==> config.mk <==
export PLATFORM = sky130hd
export DESIGN_NAME = acc_cpu_controller
export DESIGN_NICKNAME = d
export VERILOG_FILES = /design/src/rtl/acc_cpu_controller.sv
export SDC_FILE = /design/constraint.sdc
export NUM_CORES = 1
export LEC_CHECK = 0
export CAP_MARGIN = 40
export CORE_MARGIN = 2
export CORE_UTILIZATION = 40
export DETAILED_ROUTE_END_ITERATION = 7
export PLACE_DENSITY = 0.72
export SLEW_MARGIN = 15
export SYNTH_ARGS = -nofsm -noshare
export SYNTH_HDL_FRONTEND = slang
export SYNTH_SLANG_ARGS = --single-unit
==> constraint.sdc <==
create_clock -name clk -period 1.6 [get_ports clk]
set_input_delay 0.32 -clock clk [delete_from_list [all_inputs] [get_ports clk]]
set_output_delay 0.32 -clock clk [all_outputs]
set_load 0.05 [all_outputs]
==> src/rtl/acc_cpu_controller.sv <==
// Instruction-sequencing FSM for the 8-bit accumulator RISC CPU: walks eight phases per instruction
// and decodes PC/IR/memory/bus/accumulator strobes. Optional memory stall: ACC_CTRL_MEM_STALL_EN.
module acc_cpu_controller #(
    parameter int unsigned OP_W        = 3,
    parameter int unsigned IDLE_CYCLES = 1
) (
    input  logic            clk,
    input  logic            reset,
    input  logic [OP_W-1:0] opcode,
    input  logic            zero,
`ifdef ACC_CTRL_MEM_STALL_EN
    input  logic            mem_ready,
`endif
    output logic            sel,
    output logic            rd,
    output logic            wr,
    output logic            ld_ir,
    output logic            inc_pc,
    output logic            ld_pc,
    output logic            ld_ac,
    output logic            data_e,
    output logic            halt,
    output logic [2:0]      phase
);

    localparam int unsigned CNT_W = 4;
    localparam logic [CNT_W-1:0] IDLE_LAST = CNT_W'(IDLE_CYCLES - 1);

    localparam logic [OP_W-1:0] OP_HLT = OP_W'(0);
    localparam logic [OP_W-1:0] OP_SKZ = OP_W'(1);
    localparam logic [OP_W-1:0] OP_ADD = OP_W'(2);
    localparam logic [OP_W-1:0] OP_AND = OP_W'(3);
    localparam logic [OP_W-1:0] OP_XOR = OP_W'(4);
    localparam logic [OP_W-1:0] OP_LDA = OP_W'(5);
    localparam logic [OP_W-1:0] OP_STO = OP_W'(6);
    localparam logic [OP_W-1:0] OP_JMP = OP_W'(7);

    typedef enum logic [2:0] {
        INST_ADDR  = 3'd0,
        INST_FETCH = 3'd1,
        INST_LOAD  = 3'd2,
        IDLE       = 3'd3,
        OP_ADDR    = 3'd4,
        OP_FETCH   = 3'd5,
        ALU_OP     = 3'd6,
        STORE      = 3'd7
    } phase_t;

    if (OP_W != 3) begin : g_op_w_chk
        $error("acc_cpu_controller: OP_W must be 3");
    end
    if (IDLE_CYCLES == 0 || IDLE_CYCLES > 15) begin : g_idle_chk
        $error("acc_cpu_controller: IDLE_CYCLES must be in 1..15");
    end

    phase_t           state_q, state_d;
    logic [CNT_W-1:0] idle_cnt_q, idle_cnt_d;
    logic             halted_q, halted_d;
    logic             mem_ok;
    logic             alu_op;
    logic             is_skz, is_sto, is_jmp;

`ifdef ACC_CTRL_MEM_STALL_EN
    assign mem_ok = mem_ready;
`else
    assign mem_ok = 1'b1;
`endif

    assign alu_op = (opcode == OP_ADD) || (opcode == OP_AND) ||
                    (opcode == OP_XOR) || (opcode == OP_LDA);
    assign is_skz = (opcode == OP_SKZ);
    assign is_sto = (opcode == OP_STO);
    assign is_jmp = (opcode == OP_JMP);

    // State register
    always_ff @(posedge clk) begin
        if (reset) begin
            state_q    <= INST_ADDR;
            idle_cnt_q <= '0;
            halted_q   <= 1'b0;
        end else begin
            state_q    <= state_d;
            idle_cnt_q <= idle_cnt_d;
            halted_q   <= halted_d;
        end
    end

    // Next-state: fixed phase ring, IDLE stretched by the counter, fetches optionally stalled
    always_comb begin
        state_d    = state_q;
        idle_cnt_d = idle_cnt_q;
        halted_d   = halted_q;
        if (!halted_q) begin
            case (state_q)
                INST_ADDR:  state_d = INST_FETCH;
                INST_FETCH: if (mem_ok) state_d = INST_LOAD;
                INST_LOAD:  state_d = IDLE;
                IDLE: begin
                    if (idle_cnt_q == IDLE_LAST) begin
                        idle_cnt_d = '0;
                        state_d    = OP_ADDR;
                    end else begin
                        idle_cnt_d = idle_cnt_q + CNT_W'(1);
                    end
                end
                OP_ADDR: begin
                    if (opcode == OP_HLT) halted_d = 1'b1;
                    else                  state_d  = OP_FETCH;
                end
                OP_FETCH:   if (mem_ok || !alu_op) state_d = ALU_OP;
                ALU_OP:     state_d = STORE;
                STORE:      state_d = INST_ADDR;
                default:    state_d = INST_ADDR;
            endcase
        end
    end

    // Strobe decode; a halted CPU shows only halt
    always_comb begin
        sel    = 1'b0;
        rd     = 1'b0;
        wr     = 1'b0;
        ld_ir  = 1'b0;
        inc_pc = 1'b0;
        ld_pc  = 1'b0;
        ld_ac  = 1'b0;
        data_e = 1'b0;
        halt   = 1'b0;
        if (halted_q) begin
            halt = 1'b1;
        end else begin
            case (state_q)
                INST_ADDR:  sel = 1'b1;
                INST_FETCH: begin
                    sel = 1'b1;
                    rd  = 1'b1;
                end
                INST_LOAD, IDLE: begin
                    sel   = 1'b1;
                    rd    = 1'b1;
                    ld_ir = 1'b1;
                end
                OP_ADDR: begin
                    inc_pc = 1'b1;
                    halt   = (opcode == OP_HLT);
                end
                OP_FETCH:   rd = alu_op;
                ALU_OP: begin
                    rd     = alu_op;
                    inc_pc = is_skz && zero;
                    ld_pc  = is_jmp;
                    data_e = is_sto;
                end
                STORE: begin
                    rd     = alu_op;
                    ld_ac  = alu_op;
                    inc_pc = is_skz && zero;
                    ld_pc  = is_jmp;
                    wr     = is_sto;
                    data_e = is_sto;
                end
                default: ;
            endcase
        end
    end

    assign phase = state_q;

endmodule
==> results of run 1 <==
cell families after synthesis:
logic type,after synthesis,synth area share [%]
AO/OA/AOI/OAI,14,16.7
XOR/XNOR,1,1.46
adder cells (fa/ha/maj),7,14.6
buffers and inverters,10,6.48
flip-flops,8,26.8
multiplexers,3,5.02
AND/OR/NAND/NOR,30,28.9
repair_timing:
action,4_1_cts
pin swaps,10
endpoints found under the hold margin,0
setup endpoints to repair,11
setup buffers,2
gates resized for setup,17
hold buffers,0
stage by stage:
stage	instances	setup TNS, ns
after floorplan	73	-0.718
after global placement	118	-2.08
after detailed placement	118	-2.40
after CTS	124	-1.67
==> reports/qor.csv, run 1 <==
metric,value,unit
outcome,did not finish,
stop_stage,global routing (5_1_grt),
firstError,"[ERROR DPL-0038] Utilization greater than 100%, impossible to legalize",
synthTopCellsByCount,"dfxtp_1 (8), ha_1 (7), inv_1 (7)",
cts_root_buf,clkbuf_4,
yosysWarnings,0,
yosysUniqueCellTypes,31,
row_count,13,
placed_area,0.00117,sq mm
synth_cells,73,
cts_max_path_buffers,2,
hpwl,1510,um
syn_area,598,sq um
grt_max_degree,11,
synth.yosys.seq_area_share,26.8,%
ios,18,
yosys_most_used_dff,dfxtp_1,
synth_edf_count,0,
dp_slack,-0.334,ns
die_x,42.7,um
synth_area_leaders,"dfxtp_1 (27%), ha_1 (15%), mux2i_1 (5.0%)",
synthArstFlopShare,0,%
initial_core_util,44.3,%
yosysTopAreaCell,dfxtp_1,
cts_made_buffers,3,
syn_area_per_cell,8.19,sq um
cts.htree.levels,1,
dieHeight,42.7,um
place_congestion,0.736,
synth_most_common_cell,dfxtp_1,
endpoint_type,output port,
ys_ff_latch,8,
synth_top_area_share,26.8,%
crit_endpoint,inc_pc,
portBuffers,17,
syn_nets,86,
clkSinkCount,8,
==> run 2, diff against run 1 <==
--- a/config.mk
+++ b/config.mk
@@ -6,10 +6,10 @@
 export NUM_CORES = 1
 export LEC_CHECK = 0
 export CAP_MARGIN = 40
-export CORE_MARGIN = 2
-export CORE_UTILIZATION = 40
+export CORE_AREA = 2 2 63 65
 export DETAILED_ROUTE_END_ITERATION = 7
-export PLACE_DENSITY = 0.72
+export DIE_AREA = 0 0 65 67
+export PLACE_DENSITY_LB_ADDON = 0.15
 export SLEW_MARGIN = 15
 export SYNTH_ARGS = -nofsm -noshare
 export SYNTH_HDL_FRONTEND = slang
==> constraint.sdc (replaced) <==
create_clock -name clk -period 2.1 [get_ports clk]
set_input_delay 0.42 -clock clk [delete_from_list [all_inputs] [get_ports clk]]
set_output_delay 0.42 -clock clk [all_outputs]
set_load 0.05 [all_outputs]
==> reports/qor.csv, run 2 <==
metric,value,unit
hold_viol_final,0,
yosysUniqueCellTypes,31,
dieHeight,67,um
hold_path_depth,2,
slew_violations,0,
synthArstFlopShare,0,%
syn_nets,86,
synthTopCellsByCount,"dfxtp_1 (8), ha_1 (7), inv_1 (7)",
period_share,95.7,%
grt_pass1_vias,543,
clkPwrFrac,16.2,%
outcome,"finished, final reports clean",
drtIter0Drc,6,
yosysTopAreaCell,dfxtp_1,
ios,18,
rsz0062_at_grt,no,
p_sw,0.526,mW
cts_root_buf,clkbuf_8,
regMostFlops,idle_cnt_q,
setup_viol,0,
power.static_leakage,0.405,nW
core_area,0.00361,sq mm
n_antenna_cell,0,
row_count,22,
worst-path-max-fanout,4,
finalCoreUtilization,29.3,%
syn_area_per_cell,8.19,sq um
clkTransAtPathRegs,0.04,ns
via_per_inst,4.15,
seq_power_share,20.7,%
synth_area_leaders,"dfxtp_1 (27%), ha_1 (15%), mux2i_1 (5.0%)",
worstSetupStartpointType,input pin,
synth_cells,73,
syn_area,598,sq um
fin_crit,2.01,ns
cts.htree.levels,1,
cp_data_arrival_time,1.59,ns
synth.yosys.seq_area_share,26.8,%
crit_required,1.68,ns
clock_latency,0.22,ns
synth_edf_count,0,
cts_made_buffers,3,
clock.fmax,0.498,GHz
fin_skew,0.00411,ns
drive_above_1_share,34.4,%
combPwrFrac,63.0,%
slew_headroom,66.5,%
wl_per_cell,11.6,um
grt_util_all_layers,7.88,%
wl_met1,755,um
rr_worst_depth,4,
initial_core_util,16.6,%
top_layer,met4,
met3WireLength,104,um
cts_max_path_buffers,2,
yosys_most_used_dff,dfxtp_1,
grt-ovfl-total,0,
worstSetupPathType,in2out,
hold_class,reg2reg,
drt_pass1_iterations,4,
endpoint_kind,output pin,
p_per_area,1050,mW/mm^2
ant_nets,0,
vias,585,
fillerInstances,387,
die_area,0.00436,sq mm
grt_max_degree,13,
die_x,65,um
yosysWarnings,0,
p_int,0.579,mW
wl_met2,750,um
syn_to_final_growth,76.4,%
place_congestion,0.663,
grt_pass1_wl,2570,um
final_common_cell,buf_12,
vdd_ir_drop_max,488,uV
finalWirelength,1630,um
max_cap_violations,0,
synth_top_area_share,26.8,%
switching_share,47.6,%
synth_most_common_cell,dfxtp_1,
drcViolationCount,0,
total_power,1.11,mW
tightest_slew,0.502,ns
final_cell_mix,"buf_12 (7), inv_1 (6), buf_4 (6)",
clkSinkCount,8,
largest_reg_flops,4,
hpwl,1270,um
ys_ff_latch,8,
nets,108,
cts_setup_buffers,0,
ctsHoldBuffers,0,
portBuffers,17,
antenna_found_initial,0,
cts_tree,yes,
-- run 2: cell counts after synthesis --
No cell type changed its count.
-- run 2: cell type report --
type                    instances  area [sq um]  area share, %
flip-flops and latches          8           164           15.5
well taps                      48          60.1           5.69
repair buffers                 20           260           24.7
multi-input cells              55           503           47.7
clock buffers                   3          41.3           3.91
inverters                       7          26.3           2.49
-- run 2: path summary, 6_finish.rpt --
check                                    from            end  slack [ns]
worst max register to register       phase[0]  idle_cnt_q[2]        0.39
worst min-delay path            idle_cnt_q[0]  idle_cnt_q[0]        0.50
worst min register to register  idle_cnt_q[0]  idle_cnt_q[0]        0.50
worst max-delay path                opcode[0]         data_e        0.09
-- run 2: power by group through the flow --
stage,sequential (mW),clock [mW],combinational (mW)
5_1_grt,0.235,0.196,0.751
6_report,0.229,0.180,0.696
3_5_place_dp,0.220,0,0.664
2_1_floorplan,0.266,0,0.396
4_1_cts,0.218,0.186,0.667
3_3_place_gp,0.219,0,0.662
-- run 2: logic make-up after synthesis --
| family | Yosys count | share of synthesized area (%) |
|---|---|---|
| AND/OR/NAND/NOR | 30 | 28.9 |
| AO/OA/AOI/OAI | 14 | 16.7 |
| buffers and inverters | 10 | 6.48 |
| flip-flops | 8 | 26.8 |
| adder cells (fa/ha/maj) | 7 | 14.6 |
| multiplexers | 3 | 5.02 |
| XOR/XNOR | 1 | 1.46 |
-- run 2: critical path, cell delays in order --
cell	delay (ns)
clkdlybuf4s50_1	0.48
buf_4	0.19
nor4_4	0.32
buf_12	0.18
-- run 2: repair_timing --
action	4_1_cts	5_1_grt
pin swaps	1	1
gates resized for setup	1	9
endpoints found under the setup margin	2	6
-- run 2: per-stage QoR --
step                      worst slack, ns  instances  area (sq um)  hold slack, ns  TNS (ns)
after floorplan                   0.00934         73           667           0.472         0
after global placement            -0.0126        138           968           0.493   -0.0126
after detailed placement          -0.0350        138           968           0.499   -0.0350
after CTS                         0.00171        141          1010           0.506         0
after global routing              0.00731        141          1050           0.535         0
final                              0.0905        141          1050           0.501         0
-- run 2: layer usage --
metal / track usage, % / up-vias
met5: 0 / -
met4: 3.19 / 0
met3: 2.53 / 2
met2: 12.4 / 18
met1: 9.90 / 263
li1: - / 302
No activity file was read; power rests on OpenSTA's default activity.
==> edit 1: new RTL, config.mk and constraints of run 2 <==
Register the output `wr`, with the module's reset; this adds one clock of latency there. The other outputs are not delayed to match.
--- a/src/rtl/acc_cpu_controller.sv
+++ b/src/rtl/acc_cpu_controller.sv
@@ -45,6 +45,8 @@
         ALU_OP     = 3'd6,
         STORE      = 3'd7
     } phase_t;
+
+    logic wr_d;
 
     if (OP_W != 3) begin : g_op_w_chk
         $error("acc_cpu_controller: OP_W must be 3");
@@ -119,7 +121,7 @@
     always_comb begin
         sel    = 1'b0;
         rd     = 1'b0;
-        wr     = 1'b0;
+        wr_d   = 1'b0;
         ld_ir  = 1'b0;
         inc_pc = 1'b0;
         ld_pc  = 1'b0;
@@ -156,7 +158,7 @@
                     ld_ac  = alu_op;
                     inc_pc = is_skz && zero;
                     ld_pc  = is_jmp;
-                    wr     = is_sto;
+                    wr_d   = is_sto;
                     data_e = is_sto;
                 end
                 default: ;
@@ -166,4 +168,12 @@
 
     assign phase = state_q;
 
+    always_ff @(posedge clk) begin
+        if (reset) begin
+            wr <= '0;
+        end else begin
+            wr <= wr_d;
+        end
+    end
+
 endmodule
Behaviour: not the same (a bounded check fails within 10 cycles, from zero or initial values and one cycle with reset high).
==> edit 1 against run 2 <==
Clock power is 9% higher; combinational power fell by 1%; setup slack better by 14 ps; total power is 0.96% higher; area after synthesis grew 6.9%; routed wire length rose by 0.37%; sequential share of layout area rose by 1.9 points; largest power group unchanged; critical path type unchanged; non-clock buffer count grew 2; highest routed layer is now met3; cell area is 0.95% lower; utilization fell by 0.28 points; synthesized cell count rose by 5.5%; global-route usage rose by 0.51 points; sequential cell count increased by 1.
==> edit 1: results (changes against run 2) <==
Global route
  • First-pass GRT wire length: 2750 um (+7.3%)
  • Vias in the first global route: 624 (+15%)
  • GRT Total Usage: 8.38% (+0.51 points)

Power and ir drop
  • Comb power: 686 uW (-1%)
  • Flop pwr share: 20.9% (+0.2 points)
  • Logic gate share of total power: 61.5% (-1.5 points)
  • Pint: 601 uW (+3.8%)

Drt
  • Mean routed wirelength per cell: 11.2 um (-3.1%)
  • Routed vias/inst: 4.08 (-1.8%)
  • First-pass DRT Iterations: 2 (-2)
  • 1st-iter DRT viols: 18 (+12)

Placement
  • Place WS: -51.8 ps (-16.8 ps)
  • Post-DP Area: 981 um2 (+1.3%)
  • GP Congestion: 0.675 (+1.8%)
  • HPWL after DPL: 1260 um (-0.97%)
  • Cells after DPL: 142 (+2.9%)

Synthesis
  • Mux share of post-synthesis cell area: 4.70% (-0.32 points)
  • Total nets after synthesis: 90 (+4.7%)
  • Compound-Gate Fraction of Synth Area: 13.1% (-3.6 points)
  • Number of synthesis warnings: 0 (unchanged)
  • Sequential area share after synthesis: 28.2% (+1.4 points)
  • Syn_area_per_cell: 8.30 um2 (+1.4%)
  • Synth Register Bits: 9 (+1)
  • Synth cell types: 34 (+9.7%)
  • Top cells by count, synth: 9 x dfxtp_1, 7 x ha_1, 7 x inv_1
  • Area contributors post-synth: dfxtp_1 28%, ha_1 14%, mux2i_1 4.7%
  • Xor and xnor fraction of the mapped netlist area: 1.37% (-0.095 points)

Final layout
  • Fraction of area in registers: 17.5% (+1.9 points)
  • Multi-input gates: 56 (+1.8%)
  • Layout cells sized above 1: 30.6% (-3.8 points)
  • # nets final: 112 (+3.7%)
  • CLK BUF: 4 (+1)
  • Seq. cell area: 183 um2 (+11%)
  • Non-clock buffer share: 24.7% (about the same)
  • Clock buf/inv share: 4.31% (+0.40 points)
  • Most flops, register: idle_cnt_q
  • Fillers: 385 (-0.52%)
  • Finished Layout Cells: 146 (+3.5%)
  • Layout area overhead: 63.4%
  • Non-clock buffer count in the final layout: 22 (+10%)

STA
  • Worst Tran Pin Value: 490 ps (-11.4 ps)
  • Final period util: 95.0% (-0.65 points)
  • Final hold slack: 491 ps (-9.70 ps)
  • Clock Skew: 1.34 ps (-2.77 ps)

Status
  • Status: complete, no violations

Critical path
  • R2R Path Start: phase[0]
  • Worst setup startpoint: opcode[0]
  • FF-to-FF setup slack: 270 ps (-120 ps)
  • Worst path max stage delay: 520 ps (+40 ps)
  • Critical Path End: halt

Clock tree
  • CTS Buf Count: 3 (unchanged)
-- edit 1: cell types whose count changed after synthesis, sizes merged, moves of 2 or more --
| cell | delta |
|---|---|
| buf | +2 |
| nand2 | -3 |
| nor2 | +2 |
| nor2b | +3 |
-- edit 1: routing by layer --
metal / vias to the layer above / routed length (um) / GRT usage (%)
li1: 313 / - / -
met1: 272 / 745 / 9.93
met2: 10 / 833 / 14.2
met3: 0 / 57 / 3.04
met4: 0 / 0 / 2.39
met5: - / 0 / 0
-- edit 1: kinds of logic (layout without fill, tap and decap cells) --
logic type               count (synthesis)  in the layout
AO/OA/AOI/OAI                           13             13
XOR/XNOR                                 1              1
adder cells (fa/ha/maj)                  7              7
buffers and inverters                   12             33
flip-flops                               9              9
multiplexers                             3              3
AND/OR/NAND/NOR                         32             32
-- edit 1: what timing repair did --
action	CTS	global route
endpoints found under the setup margin	2	3
setup buffers	0	0
pin swaps	1	0
resized for setup	3	4
gates cloned	0	0
==> edit 2: new RTL, settings of run 2 <==
Made on the original files. Build with the macro `ACC_CTRL_MEM_STALL_EN` defined.
--- a/src/rtl/acc_cpu_controller.sv
+++ b/src/rtl/acc_cpu_controller.sv
@@ -1,5 +1,7 @@
 // Instruction-sequencing FSM for the 8-bit accumulator RISC CPU: walks eight phases per instruction
 // and decodes PC/IR/memory/bus/accumulator strobes. Optional memory stall: ACC_CTRL_MEM_STALL_EN.
+`define ACC_CTRL_MEM_STALL_EN
+
 module acc_cpu_controller #(
     parameter int unsigned OP_W        = 3,
     parameter int unsigned IDLE_CYCLES = 1
Ports: changed (added mem_ready); port bits go from 18 to 19. The function was not compared with the original's and may differ.
==> edit 2 against run 2 <==
Combinational power rose by 29%; clock power rose by 8%; sequential cell count did not move; routed wire length rose by 4.5%; setup slack improved by 11 ps; sequential share of layout area fell by 0.75 points; cell count rose by 6.4%; via count rose by 7.9%; total power rose by 19%; area after synthesis rose by 9.2%; cell area rose by 6.6%; utilization rose by 1.9 points; critical path type unchanged; largest cell class unchanged.
==> edit 2: results (changes against run 2) <==
Clock tree
  • Resized cells post-CTS: 0 (-1)
  • Clk Latency, worst-skew pair: 230 ps
  • Clock Tree Buf Depth: 2 (unchanged)
  • Root buf cell: clkbuf_8
  • Clock transition at the registers of the reported paths: 40 ps (about the same)
  • CTS Buf Count: 3 (unchanged)
  • Post-CTS Setup Inserts: 0 (unchanged)
  • H-tree Lvls: 1 (unchanged)

Global route
  • Initial antenna violation count: 0 (unchanged)
  • First-pass GRT wire length: 2870 um (+12%)
  • GRT Total Usage: 8.50% (+0.63 points)
  • Pin count of the biggest net entering global routing: 15 (+2)
  • Vias in the first global route: 636 (+17%)

Final layout
  • Fillers: 384 (-0.78%)
  • Most flops, register: idle_cnt_q
  • # nets final: 117 (+8.3%)
  • Finished Layout Cells: 150 (+6.4%)
  • Max reg flops: 4 (unchanged)
  • Ant. Diodes: 0 (unchanged)
  • Layout cells sized above 1: 39.2% (+4.8 points)

Synthesis
  • Number of synthesis warnings: 0 (unchanged)
  • Synth cell types: 34 (+9.7%)
  • Area contributors post-synth: dfxtp_1 25%, ha_1 13%, nor2_1 5.7%
  • Ys async rst share: 0% (unchanged)
  • Total nets after synthesis: 90 (+4.7%)
  • Sequential area share after synthesis: 24.5% (-2.3 points)
  • Top cells by count, synth: 10 x nor2_1, 8 x dfxtp_1, 7 x ha_1, 7 x inv_1, 6 x nor3_1
  • Post-Syn Instances: 76 (+4.1%)

Critical path
  • Crit path DAT: between 1500 and 2000 ps
  • R2R Path Start: phase[0]
  • CP max-delay cell: clkdlybuf4s50_1
  • Largest delay share family, worst path: buffers and inverters
  • Cells on worst reg2reg path: 5 (+1)
  • Worst setup startpoint: opcode[0]
  • FF-to-FF setup slack: 490 ps (+100 ps)
  • Max FO, Critical Path: 3 (-1)
  • Worst path max stage delay: 490 ps

Power and ir drop
  • LEAKAGE: 0.444 nW (+9.7%)
  • Peak supply drop: 0.000271 V (-44%)

Worst hold path
  • Worst min path class: flip-flop to flip-flop
  • Hold path depth: 2 (unchanged)
  • Min-delay src: idle_cnt_q[2]

STA
  • Final hold slack: 501 ps (-0.440 ps)
  • Slew headroom: 67.2% (+0.72 points)
  • Fmax: 0.500 GHz (+0.56%)
  • Clock Skew: 7.94 ps (+3.83 ps)

Placement
  • PortBufs: 18 (+1)
  • Place WS: -29.6 ps (+5.41 ps)
  • GP Congestion: 0.788 (+19%)
  • HPWL after DPL: 1350 um (+6.5%)

Drt
  • 1st-iter DRT viols: 25 (+19)
  • Routed wire length: 1700 um (+4.5%)
  • First-pass DRT Iterations: 4 (unchanged)
  • Vias: 631 (+7.9%)

Status
  • Status: complete, no violations
## edit 2: changes by cell type after synthesis, moves of 2 or more
cell | run 2 | this run
nor2_1 | 4 | 10
nand4_1 | 0 | 2
or3_1 | 2 | 0
mux2i_1 | 3 | 1
nand2_1 | 4 | 2
nor4_1 | 3 | 1
a31oi_1 | 0 | 2
o21ai_0 | 2 | 0
nand2b_1 | 3 | 1
a211oi_1 | 1 | 3
o2bb2ai_1 | 2 | 0
## edit 2: per-layer routing
metal	part of all wire (%)	track usage [%]	vias to the layer above
met5	0	0	-
met4	0.59	3.99	0
met3	5.4	2.03	2
met2	47	14.7	18
met1	47	9.85	287
li1	-	-	324
## edit 2: kinds of logic after synthesis
logic type	Yosys count	synth area share, %
simple gates	33	29.9
compound gates	15	19.5
fa+ha+maj	7	13.4
xor+xnor	2	2.68
mux	1	1.53
buf+inv	10	8.43
flops	8	24.5
## edit 2: final cells by class
| cell class | instances | share of cell area [%] |
|---|---|---|
| Sequential cell | 8 | 14.8 |
| Tap cell | 48 | 5.34 |
| Inverter | 7 | 2.34 |
| Clock buffer | 4 | 4.00 |
| Multi-Input combinational cell | 58 | 47.7 |
| Timing Repair Buffer | 25 | 25.8 |
## edit 2: through the flow
stage          cell area, um2  TNS, ps
6_report                 1120        0
5_1_grt                  1120        0
4_1_cts                  1090        0
3_3_place_gp             1050    -8.35
3_5_place_dp             1050    -29.6
2_1_floorplan             733        0
## edit 2: report_power, final
| part | total [mW] | internal [mW] | switching [mW] |
|---|---|---|---|
| Sequential | 0.230 | 0.181 | 0.0484 |
| Combinational | 0.895 | 0.372 | 0.522 |
| Clock | 0.194 | 0.132 | 0.0626 |
## edit 2: worst paths after layout
check / end
setup / recovery: inc_pc
hold / removal: idle_cnt_q[2]
setup reg to reg: idle_cnt_q[2]
hold reg to reg: idle_cnt_q[2]
